[config.mk]
export PLATFORM = sky130hd
export DESIGN_NAME = bitserial_logic4_unit
export DESIGN_NICKNAME = d
export VERILOG_FILES = /design/src/rtl/bitserial_logic4_unit.sv
export SDC_FILE = /design/constraint.sdc
export NUM_CORES = 1
export LEC_CHECK = 0
export ABC_CLOCK_PERIOD_IN_PS = 1500
export CAP_MARGIN = 0
export CORE_UTILIZATION = 52
export CTS_BUF_LIST = sky130_fd_sc_hd__clkbuf_4
export DETAILED_ROUTE_END_ITERATION = 8
export GPL_TIMING_DRIVEN = 0
export PLACE_DENSITY = 0.85
export REMOVE_ABC_BUFFERS = 1
export SYNTH_ARGS = -nofsm -noshare
export SYNTH_HDL_FRONTEND = slang
export SYNTH_SLANG_ARGS = --single-unit
[constraint.sdc]
create_clock -name clock -period 1.5 [get_ports clock]
set_input_delay 0.225 -clock clock [delete_from_list [all_inputs] [get_ports clock]]
set_output_delay 0.225 -clock clock [all_outputs]
set_load 0.02 [all_outputs]
[src/rtl/bitserial_logic4_unit.sv]
// Bit-serial 4-function logic unit: evaluates AND/OR/XOR/NOR one bit per cycle, LSB first.
// Optional macro BSL_ZERO_FLAG_EN adds a registered zero-result flag output.
module bitserial_logic4_unit #(
  parameter int unsigned WIDTH = 4
) (
  input  logic             clock,
  input  logic             reset,
  input  logic             req_valid,
  output logic             req_ready,
  input  logic [1:0]       op,
  input  logic [WIDTH-1:0] A,
  input  logic [WIDTH-1:0] B,
  output logic             rsp_valid,
  input  logic             rsp_ready,
  output logic [WIDTH-1:0] res,
  output logic             busy
`ifdef BSL_ZERO_FLAG_EN
  ,
  output logic             zero
`endif
);

  localparam int unsigned CW = (WIDTH > 1) ? $clog2(WIDTH) : 1;

  typedef enum logic [1:0] {
    IDLE  = 2'd0,
    SHIFT = 2'd1,
    DONE  = 2'd2
  } state_t;

  state_t           state;
  logic [WIDTH-1:0] a_sh;
  logic [WIDTH-1:0] b_sh;
  logic [WIDTH-1:0] acc;
  logic [1:0]       op_q;
  logic [CW-1:0]    cnt;
  logic             bit_now;
  logic             last_bit;

  function automatic logic gate(input logic [1:0] o, input logic a, input logic b);
    case (o)
      2'b00:   gate = a & b;
      2'b01:   gate = a | b;
      2'b10:   gate = a ^ b;
      default: gate = ~(a | b);
    endcase
  endfunction

  assign bit_now  = gate(op_q, a_sh[0], b_sh[0]);
  assign last_bit = (cnt == CW'(WIDTH - 1));
  assign res      = acc;

`ifdef BSL_ZERO_FLAG_EN
  logic seen_one;
`endif

  always_ff @(posedge clock) begin
    if (reset) begin
      state     <= IDLE;
      req_ready <= 1'b1;
      rsp_valid <= 1'b0;
      busy      <= 1'b0;
      acc       <= '0;
      cnt       <= '0;
      a_sh      <= '0;
      b_sh      <= '0;
      op_q      <= '0;
`ifdef BSL_ZERO_FLAG_EN
      seen_one  <= 1'b0;
      zero      <= 1'b0;
`endif
    end else begin
      case (state)
        IDLE: begin
          if (req_valid) begin
            a_sh      <= A;
            b_sh      <= B;
            op_q      <= op;
            acc       <= '0;
            cnt       <= '0;
            req_ready <= 1'b0;
            busy      <= 1'b1;
            state     <= SHIFT;
`ifdef BSL_ZERO_FLAG_EN
            seen_one  <= 1'b0;
`endif
          end
        end
        SHIFT: begin
          // New bit enters at the MSB so bit 0 lands at acc[0] after WIDTH shifts.
          acc  <= {bit_now, acc[WIDTH-1:1]};
          a_sh <= a_sh >> 1;
          b_sh <= b_sh >> 1;
          cnt  <= cnt + 1'b1;
`ifdef BSL_ZERO_FLAG_EN
          seen_one <= seen_one | bit_now;
`endif
          if (last_bit) begin
            state     <= DONE;
            rsp_valid <= 1'b1;
`ifdef BSL_ZERO_FLAG_EN
            zero      <= ~(seen_one | bit_now);
`endif
          end
        end
        DONE: begin
          if (rsp_ready) begin
            state     <= IDLE;
            rsp_valid <= 1'b0;
            busy      <= 1'b0;
            req_ready <= 1'b1;
`ifdef BSL_ZERO_FLAG_EN
            zero      <= 1'b0;
`endif
          end
        end
        default: begin
          state     <= IDLE;
          req_ready <= 1'b1;
          rsp_valid <= 1'b0;
          busy      <= 1'b0;
        end
      endcase
    end
  end

endmodule

==> reports/results.tsv, run 1 <==
stage	metric	value	unit
worst_setup_path	worst reg2reg setup slack	140	ps
clock_tree	hold buffers post-CTS	0	
timing	clk_skew	10.79	ps
worst_setup_path	crit path launch	req_valid	
clock_tree	Num CTS Buffers	3	
global_route	initial antenna violation count	0	
worst_setup_path	crit start category	input pin	
clock_tree	CTS Buffer Depth	2	
timing	Fmax	727.2	MHz
route	vias	849	
worst_setup_path	Worst Path Arrival	1600	ps
route	drt drc	0	
timing	final slew viol count	0	
timing	Fin Setup TNS	0	ps
worst_setup_path	R2R Path Start	state[0]$_SDFFE_PP0P_	
cells_and_area	fill cell count	150	
route	Vias per Instance	5.549	
synth	count leader, synth	dfxtp_1	
global_route	largest net degree at the start of global routing	24	
pwr	PD cells	879.6	nW/um2
synth	commonest cells in the netlist	21 x dfxtp_1, 13 x nor2_1, 11 x nand2_1, 10 x a21oi_1, 5 x a211oi_2	
place	DP Area	1202	um2
place	DP Worst Slack	-384.8	ps
synth	Syn Area/Cell	9.202	um2
worst_setup_path	Setup Crit Path Kind	input pin to register	
synth	area leader, netlist	dfxtp_1	
min_path	Hold Startpoint	op[0]	
synth	Post-synth EDFFs	0	
clock_tree	htree depth	1	
floorplan	Initial Utilization	0.5677	
global_route	GRT Resource Usage Total	0.2207	
synth	Most used DFF post-synth	dfxtp_1	
synth	ys async rst share	0	
timing	fin worst setup slack	124.8	ps
timing	crit path time final	1375	ps
pwr	static leakage	0.4996	nW
job	maxcap violations	0	
clock_tree	clock transition at the registers of the reported paths	120	ps
timing	RSZ-0062 raised after global routing	false	
global_route	vias in the first global route	778	
synth	#FFs+latches synth	21	
timing	period utilization	0.9168	
cells_and_area	register area	422.9	um2
floorplan	die area	2127	um2
floorplan	Die Y	46.12	um
floorplan	die extent in x	46.12	um
clock_tree	TritonCTS clock tree	yes	
cells_and_area	area grow syn2layout	22.00	%
place	hpwl dp	1.437	mm
synth	Yosys top cell area share	0.4153	
worst_setup_path	CP Capture Type	register	
cells_and_area	share of layout cells above drive strength 1	0.1719	
synth	Yosys cell types	29	
route	routed len/inst	13.16	um
synth	Seq/Total Area, Yosys	0.4153	
min_path	Worst Hold Class	input pin to register	
global_route	GR Overflow Total	0	
synth	largest cells by area after synthesis	dfxtp_1 42%, a211oi_2 6.2%, a21oi_1 4.9%	
synth	Mapped Cells	110	
timing	# setup viols final	0	
clock_tree	Worst-Skew Late Latency	310	ps
timing	Worst Tran Pin Value	927.4	ps
pwr	Overall Power	1.086	mW
pwr	Worst VDD drop	0.6376	mV
worst_setup_path	critical path required time	1730	ps
floorplan	core outline area	1783	um2
synth	post-synthesis cell area	1012	um2
route	Antenna Violating Nets Remaining	0	
route	drt pass-1 iters	4	
floorplan	IO Pins	21	
place	port bufs	20	
timing	Final Hold Viols	0	
cells_and_area	Multi-input gate area	544.3	um2
run_status	status	finished, final reports clean	
place	GPL Wtd Cong	0.7514	
floorplan	FP Rows	15	
global_route	first-pass GRT wire length	3.339	mm
clock_tree	CTS root buffer	clkbuf_4	
cells_and_area	diodes inserted	0	
timing	max_slew headroom	0.3817	
cells_and_area	NumNets Final	146	
worst_setup_path	Max FO, Critical Path	13	
route	DR iter-0 viols	12	
synth	yosys warns	0	
route	routed wire length	2.014	mm
clock_tree	Clock Sinks	21	
cells_and_area	final instance area	1235	um2
## cell usage in the layout, fill, tap and decap left out, drive strengths merged
master,count
nor2,13
o21bai,2
a221oi,2
o32a,1
nand2b,4
dlygate4sd2,7
o22ai,2
clkbuf,3
ha,3
xor2,1
o21ai,2
dfxtp,21
and2b,1
clkinv,1
a211oi,5
a22oi,4
a21o,1
nor2b,3
o2bb2ai,1
mux2i,3
a21oi,14
or2,2
nor3b,2
inv,4
nor3,1
o21ba,1
nand2,11
dlymetal6s2s,1
clkdlybuf4s50,12
## worst paths after layout
kind	to	cells past startpoint
max	b_sh[0]$_SDFFE_PP0P_	4
min	op_q[0]$_SDFFE_PP0P_	3
max reg2reg	b_sh[0]$_SDFFE_PP0P_	3
min reg2reg	res[3]$_SDFFE_PP0P_	2
## cells by family after synthesis
group                    after synthesis  synth area share
AO/OA/AOI/OAI                         35            0.2818
adder cells (fa/ha/maj)                3           0.03709
flip-flops                            21            0.4153
XOR/XNOR                               1          0.008654
multiplexers                           3           0.02967
AND/OR/NAND/NOR                       37            0.1718
buffers and inverters                 10           0.05561
## routing by layer
| metal | track usage | routed length [um] | vias up |
|---|---|---|---|
| met3 | 0.03529 | 88 | 4 |
| met1 | 0.2785 | 885 | 404 |
| li1 | - | - | 422 |
| met2 | 0.3718 | 1011 | 19 |
| met4 | 0.08824 | 28 | 0 |
| met5 | 0 | 0 | - |
## layout make-up
type	instances	share of cell area
inverter	4	0.01216
timing repair buffer	20	0.1570
multi-input combinational	79	0.4407
tap	25	0.02533
clock buffer	3	0.01824
clock inverter	1	0.004053
sequential	21	0.3425
## what timing repair did
action,in CTS,in global routing
cloned,0,0
endpoints found under the hold margin,0,0
endpoints found under the setup margin,15,3
buffers inserted,0,0
resized for setup,10,2
## where the power goes
part / switching, mW / internal, mW / leakage [nW]
clock network: 0.172 / 0.0996 / 0.0177
registers: 0.0296 / 0.590 / 0.173
logic: 0.101 / 0.0938 / 0.309
total: 0.303 / 0.784 / 0.500
## per-stage QoR
stage	hold slack, ps	std cells	util
after floorplan	289.6	104	-
after global placement	473.6	149	0.6744
after detailed placement	482.3	149	0.6744
after CTS	455.1	153	0.6905
after global routing	451.4	153	0.6926
final	460.7	153	0.6926
## flip-flops by register name (all words and copies together), names as in the netlist
register   flops
rsp_valid      1
b_sh           4
res            4
busy           1
req_ready      1
state          2
op_q           2
cnt            2
a_sh           4
## critical path, stage by stage
cell	delay [ps]
clkdlybuf4s50_1	570
o21bai_4	430
a21oi_1	120
a221oi_2	260
(Power assumes the default switching activity.)
==> run 2: changes to the inputs <==
--- a/config.mk
+++ b/config.mk
@@ -7,11 +7,13 @@
 export LEC_CHECK = 0
 export ABC_CLOCK_PERIOD_IN_PS = 1500
 export CAP_MARGIN = 0
-export CORE_UTILIZATION = 52
+export CELL_PAD_IN_SITES_DETAIL_PLACEMENT = 1
+export CELL_PAD_IN_SITES_GLOBAL_PLACEMENT = 1
+export CORE_UTILIZATION = 39
 export CTS_BUF_LIST = sky130_fd_sc_hd__clkbuf_4
 export DETAILED_ROUTE_END_ITERATION = 8
 export GPL_TIMING_DRIVEN = 0
-export PLACE_DENSITY = 0.85
+export PLACE_DENSITY = 0.84
 export REMOVE_ABC_BUFFERS = 1
 export SYNTH_ARGS = -nofsm -noshare
 export SYNTH_HDL_FRONTEND = slang
==> run 2 against run 1 <==
Compared with the run above: clock power about the same; core utilization down 19 points; first-iteration DRC count down 42%; die area up 32%; critical endpoint unchanged.
==> reports/results.tsv, run 2 (synthesized netlist as in run 1, its figures left out) <==
stage	metric	value	unit
run_status	status	finished, final reports clean	
timing	Fin Setup TNS	0	ps
worst_setup_path	slowest CP cell	clkdlybuf4s50_1	
cells_and_area	Multi-input gate area	544.3	um2
timing	period utilization	0.9125	
global_route	met1 Use GR	0.2326	
job	maxcap violations	0	
cells_and_area	final instance area	1241	um2
cells_and_area	commonest non-fill, non-tap cell in the layout	dfxtp_1	
cells_and_area	fill cell count	290	
global_route	initial antenna violation count	0	
timing	clk_skew	9.219	ps
route	routed len/inst	14.46	um
global_route	largest net degree at the start of global routing	24	
place	DP Area	1209	um2
global_route	vias in the first global route	795	
timing	Final Hold Viols	0	
place	DP Worst Slack	-412.7	ps
clock_tree	Worst-Skew Late Latency	300	ps
global_route	GR Layer Usage met2	0.3101	
clock_tree	clock transition at the registers of the reported paths	110	ps
worst_setup_path	Worst Path Arrival	1580	ps
route	drt drc	0	
worst_setup_path	CP Cell Sequence	clkdlybuf4s50_1 > o21bai_4 > a21oi_1 > a221oi_2	
timing	Worst Tran Pin Value	937.4	ps
route	Antenna Violating Nets Remaining	0	
place	hpwl dp	1.692	mm
worst_setup_path	CP Capture Type	register	
clock_tree	hold buffers post-CTS	0	
worst_setup_path	critical path required time	1710	ps
floorplan	Initial Utilization	0.4123	
timing	fin worst setup slack	131.3	ps
timing	RSZ-0062 raised after global routing	false	
timing	crit path time final	1369	ps
global_route	GRT Max-Usage Layer	met2	
clock_tree	CTS root buffer	clkbuf_4	
cells_and_area	most frequent cells in the layout	19 x dfxtp_1, 13 x nor2_1, 12 x clkdlybuf4s50_1	
worst_setup_path	worst reg2reg setup slack	130	ps
floorplan	FP Rows	18	
timing	max_slew headroom	0.3751	
route	drt pass-1 iters	4	
global_route	GR Overflow Total	0	
pwr	static leakage	0.4996	nW
cells_and_area	share of layout cells above drive strength 1	0.1719	
cells_and_area	area grow syn2layout	22.62	%
timing	Fmax	730.6	MHz
clock_tree	Clock Sinks	21	
clock_tree	CTS Buffer Depth	2	
pwr	PD cells	877.6	nW/um2
route	routed wire length	2.285	mm
pwr	Worst VDD drop	0.5698	mV
worst_setup_path	crit start category	input pin	
worst_setup_path	Max FO, Critical Path	13	
timing	Hold WS	485.2	ps
worst_setup_path	Worst path max stage delay	580	ps
global_route	GRT Resource Usage Total	0.1835	
floorplan	die extent in x	52.95	um
timing	# setup viols final	0	
global_route	first-pass GRT wire length	3.691	mm
clock_tree	htree depth	1	
floorplan	die area	2803	um2
floorplan	Die Y	52.95	um
route	DR iter-0 viols	7	
clock_tree	post-CTS repair timing setup buffer count	0	
clock_tree	TritonCTS clock tree	yes	
cells_and_area	NumNets Final	146	
cells_and_area	diodes inserted	0	
route	vias	834	
min_path	Worst Hold Class	input pin to register	
cells_and_area	Layout Utilization	0.5056	
timing	final slew viol count	0	
place	GPL Wtd Cong	0.7253	
worst_setup_path	Setup Crit Path Kind	input pin to register	
cells_and_area	register area	422.9	um2
route	Vias per Instance	5.278	
global_route	GRT met3 Usage	0.02586	
place	port bufs	20	
floorplan	core outline area	2455	um2
clock_tree	Num CTS Buffers	3	
floorplan	IO Pins	21	
-- run 2: cell counts in the layout (fill, tap and decap cells not counted) --
No cell type changed its count.
-- run 2: report_power, final --
part           internal (mW)  switching [mW]  leakage (nW)
logic                 0.0941           0.103         0.309
clock network         0.0993           0.174        0.0177
registers              0.590          0.0289         0.173
-- run 2: per-stage QoR --
stage | power, mW | instances
CTS | 1.102 | 158
floorplan | 0.7421 | 104
finish | 1.089 | 158
detailed placement | 0.8340 | 154
global placement | 0.8206 | 154
global route | 1.151 | 158
-- run 2: area by class of cell --
| type | instances | share of cell area |
|---|---|---|
| Sequential cell | 21 | 0.3407 |
| Tap cell | 30 | 0.03024 |
| Clock inverter | 1 | 0.004032 |
| Inverter | 4 | 0.01210 |
| Clock buffer | 3 | 0.01815 |
| Multi-Input combinational cell | 79 | 0.4385 |
| Timing Repair Buffer | 20 | 0.1563 |
-- run 2: timing repair --
| item | 4_1_cts | 5_1_grt |
|---|---|---|
| gates resized for setup | 10 | 2 |
| hold endpoints to repair | 0 | 0 |
| setup endpoints to repair | 19 | 3 |
-- run 2: worst paths after layout --
check | cells past startpoint | startpoint | end
setup / recovery | 4 | req_valid | b_sh[0]$_SDFFE_PP0P_
hold / removal | 3 | B[2] | b_sh[2]$_SDFFE_PP0P_
setup reg to reg | 3 | state[0]$_SDFFE_PP0P_ | b_sh[0]$_SDFFE_PP0P_
hold reg to reg | 2 | busy$_SDFFE_PP0P_ | busy$_SDFFE_PP0P_
-- run 2: per-layer routing --
metal | vias to the layer above | share of wire | wire (um)
met5 | - | 0 | 0
met4 | 0 | 0.015 | 35
met3 | 4 | 0.025 | 58
met2 | 14 | 0.49 | 1128
met1 | 394 | 0.47 | 1063
li1 | 422 | - | -
-- run 2: critical path, delay by kind of cell --
family	cells	cell delay, ps
compound gates	3	770
buf+inv	1	580
